--- src/rtl/cache_burst_responder.sv ---
// rtl/cache_burst_responder.sv - cache line fill / single-word write responder on a word-wide memory port
module cache_burst_responder #(
  parameter int ADDR_W = 28
) (
  input  logic              clk_i,
  input  logic              reset_i,
  input  logic [31:0]       cache_addr_i,
  input  logic              sdram_req_i,
  input  logic              sdram_rw_i,
  input  logic [15:0]       data_to_sdram_i,
  output logic [15:0]       data_from_sdram_o,
  output logic              sdram_fill_o,
  output logic              sdram_wrack_o,
  output logic [ADDR_W-3:0] mem_addr_o,
  output logic              mem_req_o,
  output logic              mem_we_o,
  output logic [31:0]       mem_wdata_o,
  input  logic [31:0]       mem_rdata_i,
  input  logic              mem_ack_i
);

  typedef enum logic [2:0] {
    IDLE   = 3'd0,
    FETCH  = 3'd1,
    STREAM = 3'd2,
    WRLO   = 3'd3,
    WRMEM  = 3'd4,
    WRDONE = 3'd5
  } state_t;

  state_t            state_q, state_d;
  // FETCH: word index k (bits [1:0]); STREAM: halfword index j (bits [2:0])
  logic [2:0]        cnt_q, cnt_d;
  // latched word address; bits [1:0] hold the critical word for reads
  logic [ADDR_W-3:0] waddr_q, waddr_d;
  // cleared by the fill strobe, set again once the cache has dropped its request
  logic              armed_q, armed_d;
  // the write acknowledge has already been pulsed in this WRDONE visit
  logic              acked_q, acked_d;
  // line buffer in fetch order (critical word first); word 0 doubles as write buffer
  logic [31:0]       line_q [4];
  logic [1:0]        word_sel;
  logic              unused_addr;

  assign unused_addr = ^{cache_addr_i[31:ADDR_W], cache_addr_i[1:0]};
  // wrapping 2-bit add keeps the fetch inside the aligned line
  assign word_sel    = waddr_q[1:0] + cnt_q[1:0];

  // State and control registers with synchronous reset
  always_ff @(posedge clk_i) begin
    if (reset_i) begin
      state_q <= IDLE;
      cnt_q   <= 3'd0;
      waddr_q <= '0;
      armed_q <= 1'b1;
      acked_q <= 1'b0;
    end else begin
      state_q <= state_d;
      cnt_q   <= cnt_d;
      waddr_q <= waddr_d;
      armed_q <= armed_d;
      acked_q <= acked_d;
    end
  end

  // Line buffer capture; reset only blocks writes and never clears the contents
  always_ff @(posedge clk_i) begin
    if (!reset_i) begin
      if (state_q == IDLE && sdram_req_i && armed_q && !sdram_rw_i) begin
        line_q[0][31:16] <= data_to_sdram_i;
      end
      if (state_q == WRLO) begin
        line_q[0][15:0] <= data_to_sdram_i;
      end
      if (state_q == FETCH && mem_ack_i) begin
        line_q[cnt_q[1:0]] <= mem_rdata_i;
      end
    end
  end

  // Next-state and output decode; every output idles at zero
  always_comb begin
    state_d           = state_q;
    cnt_d             = cnt_q;
    waddr_d           = waddr_q;
    armed_d           = armed_q | ~sdram_req_i;
    acked_d           = acked_q;
    data_from_sdram_o = 16'h0000;
    sdram_fill_o      = 1'b0;
    sdram_wrack_o     = 1'b0;
    mem_addr_o        = '0;
    mem_req_o         = 1'b0;
    mem_we_o          = 1'b0;
    mem_wdata_o       = 32'h0000_0000;
    case (state_q)
      IDLE: begin
        // mem_ack is deliberately ignored here so stale acks are dropped
        if (sdram_req_i && armed_q) begin
          waddr_d = cache_addr_i[ADDR_W-1:2];
          cnt_d   = 3'd0;
          acked_d = 1'b0;
          state_d = sdram_rw_i ? FETCH : WRLO;
        end
      end
      FETCH: begin
        mem_req_o  = 1'b1;
        mem_addr_o = {waddr_q[ADDR_W-3:2], word_sel};
        if (mem_ack_i) begin
          cnt_d = cnt_q + 3'd1;
          if (cnt_q[1:0] == 2'd3) begin
            cnt_d   = 3'd0;
            armed_d = 1'b0;
            state_d = STREAM;
          end
        end
      end
      STREAM: begin
        // the cache cannot stall, so the index advances every cycle
        data_from_sdram_o = cnt_q[0] ? line_q[cnt_q[2:1]][15:0] : line_q[cnt_q[2:1]][31:16];
        sdram_fill_o      = (cnt_q == 3'd0);
        cnt_d             = cnt_q + 3'd1;
        if (cnt_q == 3'd7) begin
          state_d = IDLE;
        end
      end
      WRLO: begin
        state_d = WRMEM;
      end
      WRMEM: begin
        mem_req_o   = 1'b1;
        mem_we_o    = 1'b1;
        mem_addr_o  = waddr_q;
        mem_wdata_o = line_q[0];
        if (mem_ack_i) begin
          state_d = WRDONE;
        end
      end
      WRDONE: begin
        sdram_wrack_o = ~acked_q;
        acked_d       = 1'b1;
        if (!sdram_req_i) begin
          state_d = IDLE;
        end
      end
      default: begin
        state_d = IDLE;
      end
    endcase
  end

endmodule

--- config.mk ---
export PLATFORM = sky130hd
export DESIGN_NAME = cache_burst_responder
export DESIGN_NICKNAME = d
export VERILOG_FILES = /design/src/rtl/cache_burst_responder.sv
export SDC_FILE = /design/constraint.sdc
export NUM_CORES = 1
export LEC_CHECK = 0
export ABC_AREA = 1
export CAP_MARGIN = 30
export CORE_MARGIN = 5
export CORE_UTILIZATION = 30
export CTS_BUF_LIST = sky130_fd_sc_hd__clkbuf_16
export DETAILED_ROUTE_END_ITERATION = 16
export SLEW_MARGIN = 5
export SYNTH_ARGS = -nofsm -noshare
export SYNTH_HDL_FRONTEND = slang
export SYNTH_SLANG_ARGS = --single-unit
--- constraint.sdc ---
create_clock -name clk_i -period 3.5 [get_ports clk_i]
set_clock_uncertainty 0.05 [all_clocks]
set_input_delay 0.875 -clock clk_i [delete_from_list [all_inputs] [get_ports clk_i]]
set_output_delay 0.875 -clock clk_i [all_outputs]
set_load 0.02 [all_outputs]
# Word-level counts from Yosys, hierarchy flattened
# Memory sizes are Yosys's and may differ from the RTL's. A register that Yosys moved wholly into a read port is not among the register bits.
# Index checks and enable logic that the tools add are counted.
# word_totals
register_bits,34
mem_bits_rw,128
in_bits,85
out_inout_bits,78
elab_cells,79
mem_count,1
# op_classes
n_addsub,2
n_eq_ne,13
mux,39
bitwise,3
reduce_logical,16
# mem_list
memory,words,word_bits,rd,rd_ports_with_merged_regs,write_ports,line,source
line_q,4,32,2,1,1,41,logic [31:0] line_q [4];
# op_table
cell,n
32-bit two-way mux,2
26-bit case mux with 2 select lines,1
16-bit two-way mux,2
32-bit OR reduction,1
3-bit two-way mux,9
3-bit case mux with 6 select lines,1
1-bit two-way mux,17
2-bit two-way mux,5
"3-bit == test, second input constant",3
3-bit case mux with 3 select lines,1
"2-bit inequality test, second input constant",4
"3-bit by 2-bit == test with 1-bit output, second input constant",2
3-bit logical NOT,2
6-bit AND reduction,1
1-bit logical AND,5
"2-bit by 1-bit inequality test with 1-bit output, second input constant",2
2-bit AND reduction,2
"3-bit by 1-bit adder with 3-bit output, second input constant",1
"3-bit by 1-bit == test with 1-bit output, second input constant",1
3-bit AND reduction,1
3-bit nonzero test,1
2-bit adder,1
"2-bit == test, second input constant",1
1-bit NOT,2
5 further kinds,5

# Longest topological paths before layout
# Gate-level depths: netlist (run 1).
# depth
word_depth,8
depth_mapped,9

# Worst setup path after synthesis (run 1)
# OpenSTA, ideal clock, no wires.
# synth_timing
path_kind,input-to-reg
startpoint,input reset_i
endpoint,memory line_q[2][0] (enable)
setup_time_ns,0.387
t_arrival_ns,2.327
t_required_ns,3.063
path_slack_ns,0.737
stages,5
path_buffers,2
path_cell_list,clkbuf_1 > nor3_4 > inv_2 > buf_4 > nor3_2
# synth_via
elab_chain_cells,4
# synth_rtl
item,line,source
"start, declared",6,"input logic reset_i,"
1-bit two-way mux,68,if (!reset_i) begin
1-bit two-way mux (implied by the code),76,line_q[cnt_q[1:0]] <= mem_rdata_i;
32-bit OR reduction (no line),n/a,
2-bit two-way mux (no line),n/a,
"end, declared",41,
# Parallel ways exist; a longest one is shown, timed or not.

# Final worst setup path (run 1)
# layout_timing
startpoint,register state_q[2]
endpoint,output data_from_sdram_o[0]
# layout_via
elab_chain_cells,2
# layout_rtl
item,line,source
"start, declared",31,"state_t state_q, state_d;"
"start signal, assigned",58,state_q <= state_d;
3-bit by 2-bit == test with 1-bit output,95,case (state_q)
16-bit two-way mux,95,
"end, declared",11,"output logic [15:0] data_from_sdram_o,"
# No other way between the ends.

==> reports/metrics.cfg, run 1 <==
[pwr]
cellPowerDensity_mw_per_mm2=653
internal_power_summed_over_all_cells_mw=4.09
clock_power_share=0.291
ir_drop_v=0.000402
power_switching_mw=2.35
power.combinational.fraction=0.332
switching_share=0.365
static_leakage_power_nw=3.70
seq_power_share=0.377
power.total_mw=6.43

[critical_path]
worstPathArrival_ns=2.44
cp_launch_type=register
timing.reg2reg.worst_path_depth=4
critical_path.reg2reg.startpoint=state_q[2]$_SDFFE_PP0P_
worst_ep_required_time_ns=2.57
setup.worst_path.class=register to output pin
critical_path.max_fanout=16
crit_path_end_kind=output pin
setup.worst_path.start=state_q[2]$_SDFFE_PP0P_

[drt]
initial_drc_count=288
detail_route.vias_per_cell=4.61
remaining_design_rule_violation_count=0
drt_pass1_iterations=5
drt-total-wl_mm=20.5
wl_per_cell_microns=16.5
route.vias.total=5740
ant_nets=0

[global_routing]
grt_pass1_vias=5652
antenna_found_initial=0
wire_length_of_the_first_global_routing_pass_mm=30.8
grt.overflow.total=0
grt_start_max_net_pins=65
grtUsageTotal=0.148

[yosys]
post_synth_main_area_contributors=edfxtp_1, dfxtp_1, o21ai_0, nand2_1, nor2_1
synthArstFlopShare=0
synth_enable_flop_cells=128
synth.lib_cells_used.distinct=26
synth_top_cell_area_share=0.532
synthesis.instances=758
ys.warnings.count=0
ys_dominant_reg_cell=edfxtp_1
postSynthAreaPerCell_sq_um=9.53
yosys.cell_count.top_type=nand2_1
synth.cell_area_sq_mm=0.00722
yosys_register_bits=164
postSynthNetCount=848
synth.yosys.seq_area_share=0.632
synthTopCellsByCount=nand2_1, edfxtp_1, nor2_1
synthDominantAreaCellType=edfxtp_1

[timing]
setup-tns-final_ns=0
finalSetupViolCount=0
final_max_slew_viol_count=0
fin_ws_ns=0.134
timing.final.crit_period_ns=3.37
hold-worst-slack_ns=0.404
slew_headroom=0.386
fmax_mhz=297
fin_crit_sh=0.962
worst_slew_pin_slew_ns=0.921
finalHoldViolations=0

[die]
floorplan.core_area_sq_mm=0.0236
fp-row-count=56
die_height_microns=165
boundaryPins=163
initial_core_utilization=0.306
die_area_sq_mm=0.0273
die_w_microns=165

[cts]
cts_made_buffers=17
clock_sink_count=164
tritoncts=done
htree_num_levels=4
cts_hold_repair.buffers=0
clk_pin_slew_worst_paths_ns=0.07
worstSkewPairLatency_ns=0.43
cts_root_buffer=clkbuf_16
clk_path_buf_depth=2

[min_path]
class_of_the_most_critical_hold_timing_path=register to register
worst_hold_startpoint=waddr_q[4]$_SDFFE_PP0P_
min_delay_path_depth=2

[layout]
num_antenna_cells=0
fillers=2321
area_delta_synth_final_pct=36.5
layout-drive-gt1-share=0.0745
final_nets=1003

[placement]
gp_congestion=0.813
pre_cts_slack_ns=0.408
port-buffer-count=156
place_hpwl_mm=14.1

[run]
max_cap_viol_count=0

[status]
run_status=finished clean

[routing by layer]
layer	vias to the layer above	GRT usage	share of wire
li1	2866	-	-
met1	2634	0.183	0.41
met2	216	0.248	0.48
met3	24	0.0504	0.092
met4	0	0.0393	0.018
met5	-	0	0
[final timing paths]
check,to,slack (ns)
worst max-delay path,data_from_sdram_o[0],0.13
worst min-delay path,waddr_q[4]$_SDFFE_PP0P_,0.40
worst max register to register,line_q[0][5]$_DFFE_PP_,1.27
worst min register to register,waddr_q[4]$_SDFFE_PP0P_,0.40
[registers in the layout, summed over array words and instances, names as in the netlist, named ones only]
signal / count
waddr_q: 26
line_q: 128
acked_q: 1
armed_q: 1
state_q: 3
cnt_q: 3
[power by group through the flow]
stage | combinational, mW | sequential (mW) | clock, mW
CTS | 2.14 | 2.42 | 1.91
global placement | 2.10 | 2.46 | 0
finish | 2.13 | 2.43 | 1.87
global route | 2.36 | 2.44 | 1.98
detailed placement | 2.12 | 2.47 | 0
floorplan | 1.28 | 2.43 | 0
[stage by stage]
step	area, sq um	utilization	instances
floorplan	7220	-	758
detailed placement	9190	0.389	1210
global placement	9190	0.389	1210
finish	9860	0.417	1245
global route	9860	0.417	1245
CTS	9800	0.415	1242
[area by class of cell]
cell class,count,area [sq um],area share
Tap cell,319,399,0.0405
Sequential cell,164,4570,0.463
Multi-Input combinational cell,473,2190,0.222
Clock buffer,17,425,0.0432
Inverter,79,308,0.0312
Clock inverter,15,183,0.0185
Timing Repair Buffer,178,1790,0.181
[logic make-up after synthesis]
group	synth area share
compound gates	0.144
buf+inv	0.0653
flops	0.632
fa+ha+maj	0.00866
xor+xnor	0.00243
simple gates	0.148
[worst max-delay path, stage by stage, from the launching register on]
cell and delay (ns):
dfxtp_1 0.37, inv_1 0.18, nand3_1 0.20, inv_1 0.09, buf_4 0.22, nand2_1 0.08, nor2_1 0.21, clkdlybuf4s50_1 0.65
[cells in the final DEF (no fill, tap or decap), types with 3 or more instances in the layout]
master and instances:
a21oi_1 65, buf_12 4, buf_4 18, clkbuf_16 17, clkdlybuf4s50_1 151, clkinv_8 5, dfxtp_1 33, dfxtp_2 3
dlymetal6s2s_1 5, edfxtp_1 128, ha_1 5, inv_1 74, inv_6 3, inv_8 6, nand2_1 132, nand3_1 9
nor2_1 118, o211ai_1 16, o21a_1 3, o21ai_0 111
[timing repair]
| item | in CTS | in global routing |
|---|---|---|
| cloned | 0 | 0 |
| setup buffers | 0 | 3 |
| gates resized for setup | 2 | 9 |
| setup endpoints to repair | 25 | 32 |
(Power assumes the default switching activity.)
==> run 2: changes to the inputs <==
--- a/constraint.sdc
+++ b/constraint.sdc
@@ -3,3 +3,3 @@
 set_input_delay 0.875 -clock clk_i [delete_from_list [all_inputs] [get_ports clk_i]]
 set_output_delay 0.875 -clock clk_i [all_outputs]
-set_load 0.02 [all_outputs]
+set_load 0.05 [all_outputs]
==> reports/metrics.cfg, run 2 (same netlist as run 1, synthesis figures left out) <==
[status]
run_status=finished clean

[die]
die_w_microns=165
initial_core_utilization=0.306
fp-row-count=56
floorplan.core_area_sq_mm=0.0236
boundaryPins=163
die_area_sq_mm=0.0273
die_height_microns=165

[cts]
cts_hold_repair.buffers=0
worstSkewPairLatency_ns=0.43
cts_root_buffer=clkbuf_16
clock_sink_count=164
tritoncts=done
htree_num_levels=4
clk_pin_slew_worst_paths_ns=0.07
cts_made_buffers=17
clk_path_buf_depth=2

[pwr]
seq_power_share=0.353
ir_drop_v=0.000345
switching_share=0.398
internal_power_summed_over_all_cells_mw=4.13
clock_power_share=0.272
power.combinational.fraction=0.375
power.total_mw=6.86
static_leakage_power_nw=4.18
cellPowerDensity_mw_per_mm2=689
power_switching_mw=2.73

[timing]
finalSetupViolCount=0
hold-worst-slack_ns=0.402
slew_headroom=0.439
final_max_slew_viol_count=0
worst_slew_pin_slew_ns=0.842
finalHoldViolations=0
setup-tns-final_ns=0
fin_crit_sh=0.966
fmax_mhz=296
timing.final.crit_period_ns=3.38
rsz0062_at_grt=false
fin_ws_ns=0.118

[layout]
layout-drive-gt1-share=0.117
num_antenna_cells=0
top_regs=line_q (128), waddr_q (26)
final_nets=1002
final_cell_area_sq_mm=0.00995
stdcell_count=1244
largest_register_ff_count=128
final_common_cell=nand2_1
max_flop_register=line_q
mostFrequentLayoutCells=nand2_1, edfxtp_1, nor2_1, o21ai_0, clkdlybuf4s50_1
area_delta_synth_final_pct=37.8
fin_util=0.422

[critical_path]
worstPathArrival_ns=2.46
worst_ep_required_time_ns=2.57
critical_path.slowest_cell=clkdlybuf4s50_1
critical_path.max_fanout=10
cp_slowest_stage_delay_ns=0.85
critical_path.cell_chain=nor2_4 > inv_1 > nor2_2 > inv_2 > nor2_1 > clkdlybuf4s50_1
setup.worst_path.class=register to output pin
crit_path_end_kind=output pin
critical_path.reg2reg.startpoint=state_q[1]$_SDFFE_PP0P_
setup.worst_path.start=state_q[0]$_SDFFE_PP0P_
cp_launch_type=register

[drt]
route.vias.total=5732
drt-total-wl_mm=20.5
wl_per_cell_microns=16.5
drt_pass1_iterations=5
detail_route.vias_per_cell=4.61
remaining_design_rule_violation_count=0
initial_drc_count=227
ant_nets=0

[min_path]
worst_hold_startpoint=waddr_q[2]$_SDFFE_PP0P_
class_of_the_most_critical_hold_timing_path=register to register

[run]
max_cap_viol_count=0

[placement]
place_hpwl_mm=14.2
dpl_cell_area_sq_mm=0.00928
port-buffer-count=156
place.detailed.instances=1212
pre_cts_slack_ns=0.497
gp_congestion=0.796

[global_routing]
grt_start_max_net_pins=65
grt.overflow.total=0
wire_length_of_the_first_global_routing_pass_mm=30.9
grtUsageTotal=0.149
grt_pass1_vias=5644
antenna_found_initial=0

## run 2: layout make-up
| cell class | count | area [sq um] |
|---|---|---|
| flip-flops and latches | 164 | 4570 |
| well taps | 319 | 399 |
| inverters | 79 | 297 |
| repair buffers | 177 | 1900 |
| multi-input cells | 473 | 2190 |
| clock buffers | 17 | 425 |
| clock inverters | 15 | 180 |
| fillers | 2307 | 13700 |
## run 2: worst paths after layout
check | to | slack (ns) | cells after the start
setup / recovery | mem_wdata_o[1] | 0.12 | 6
hold / removal | waddr_q[2]$_SDFFE_PP0P_ | 0.40 | 2
setup reg to reg | line_q[0][9]$_DFFE_PP_ | 1.31 | 4
hold reg to reg | waddr_q[2]$_SDFFE_PP0P_ | 0.40 | 2
## run 2: per-layer routing
layer  part of all wire  global-route usage  vias up  wire, microns
li1                   -                   -     2854              -
met1               0.42               0.182     2653           8630
met2               0.48               0.254      202           9790
met3              0.084              0.0489       23           1720
met4              0.017              0.0416        0            349
met5                  0                   0        -              0
## run 2: worst max-delay path: cells and delay by family (launching register included)
| kind | cells | cell delay, ns |
|---|---|---|
| DFF | 1 | 0.42 |
| and+or+nand+nor | 3 | 0.53 |
| buffers and inverters | 3 | 1.06 |
## run 2: timing repair
action                     4_1_cts  5_1_grt
setup endpoints to repair        0       26
buffers inserted                 0        0
hold endpoints to repair         0        0
gates resized for setup          0       26
## run 2: power groups by stage
| stage | sequential, mW | clock, mW | combinational, mW |
|---|---|---|---|
| finish | 2.42 | 1.87 | 2.57 |
| floorplan | 2.43 | 0 | 1.66 |
| global route | 2.44 | 1.99 | 2.80 |
| detailed placement | 2.46 | 0 | 2.60 |
| CTS | 2.42 | 1.90 | 2.61 |
| global placement | 2.46 | 0 | 2.59 |
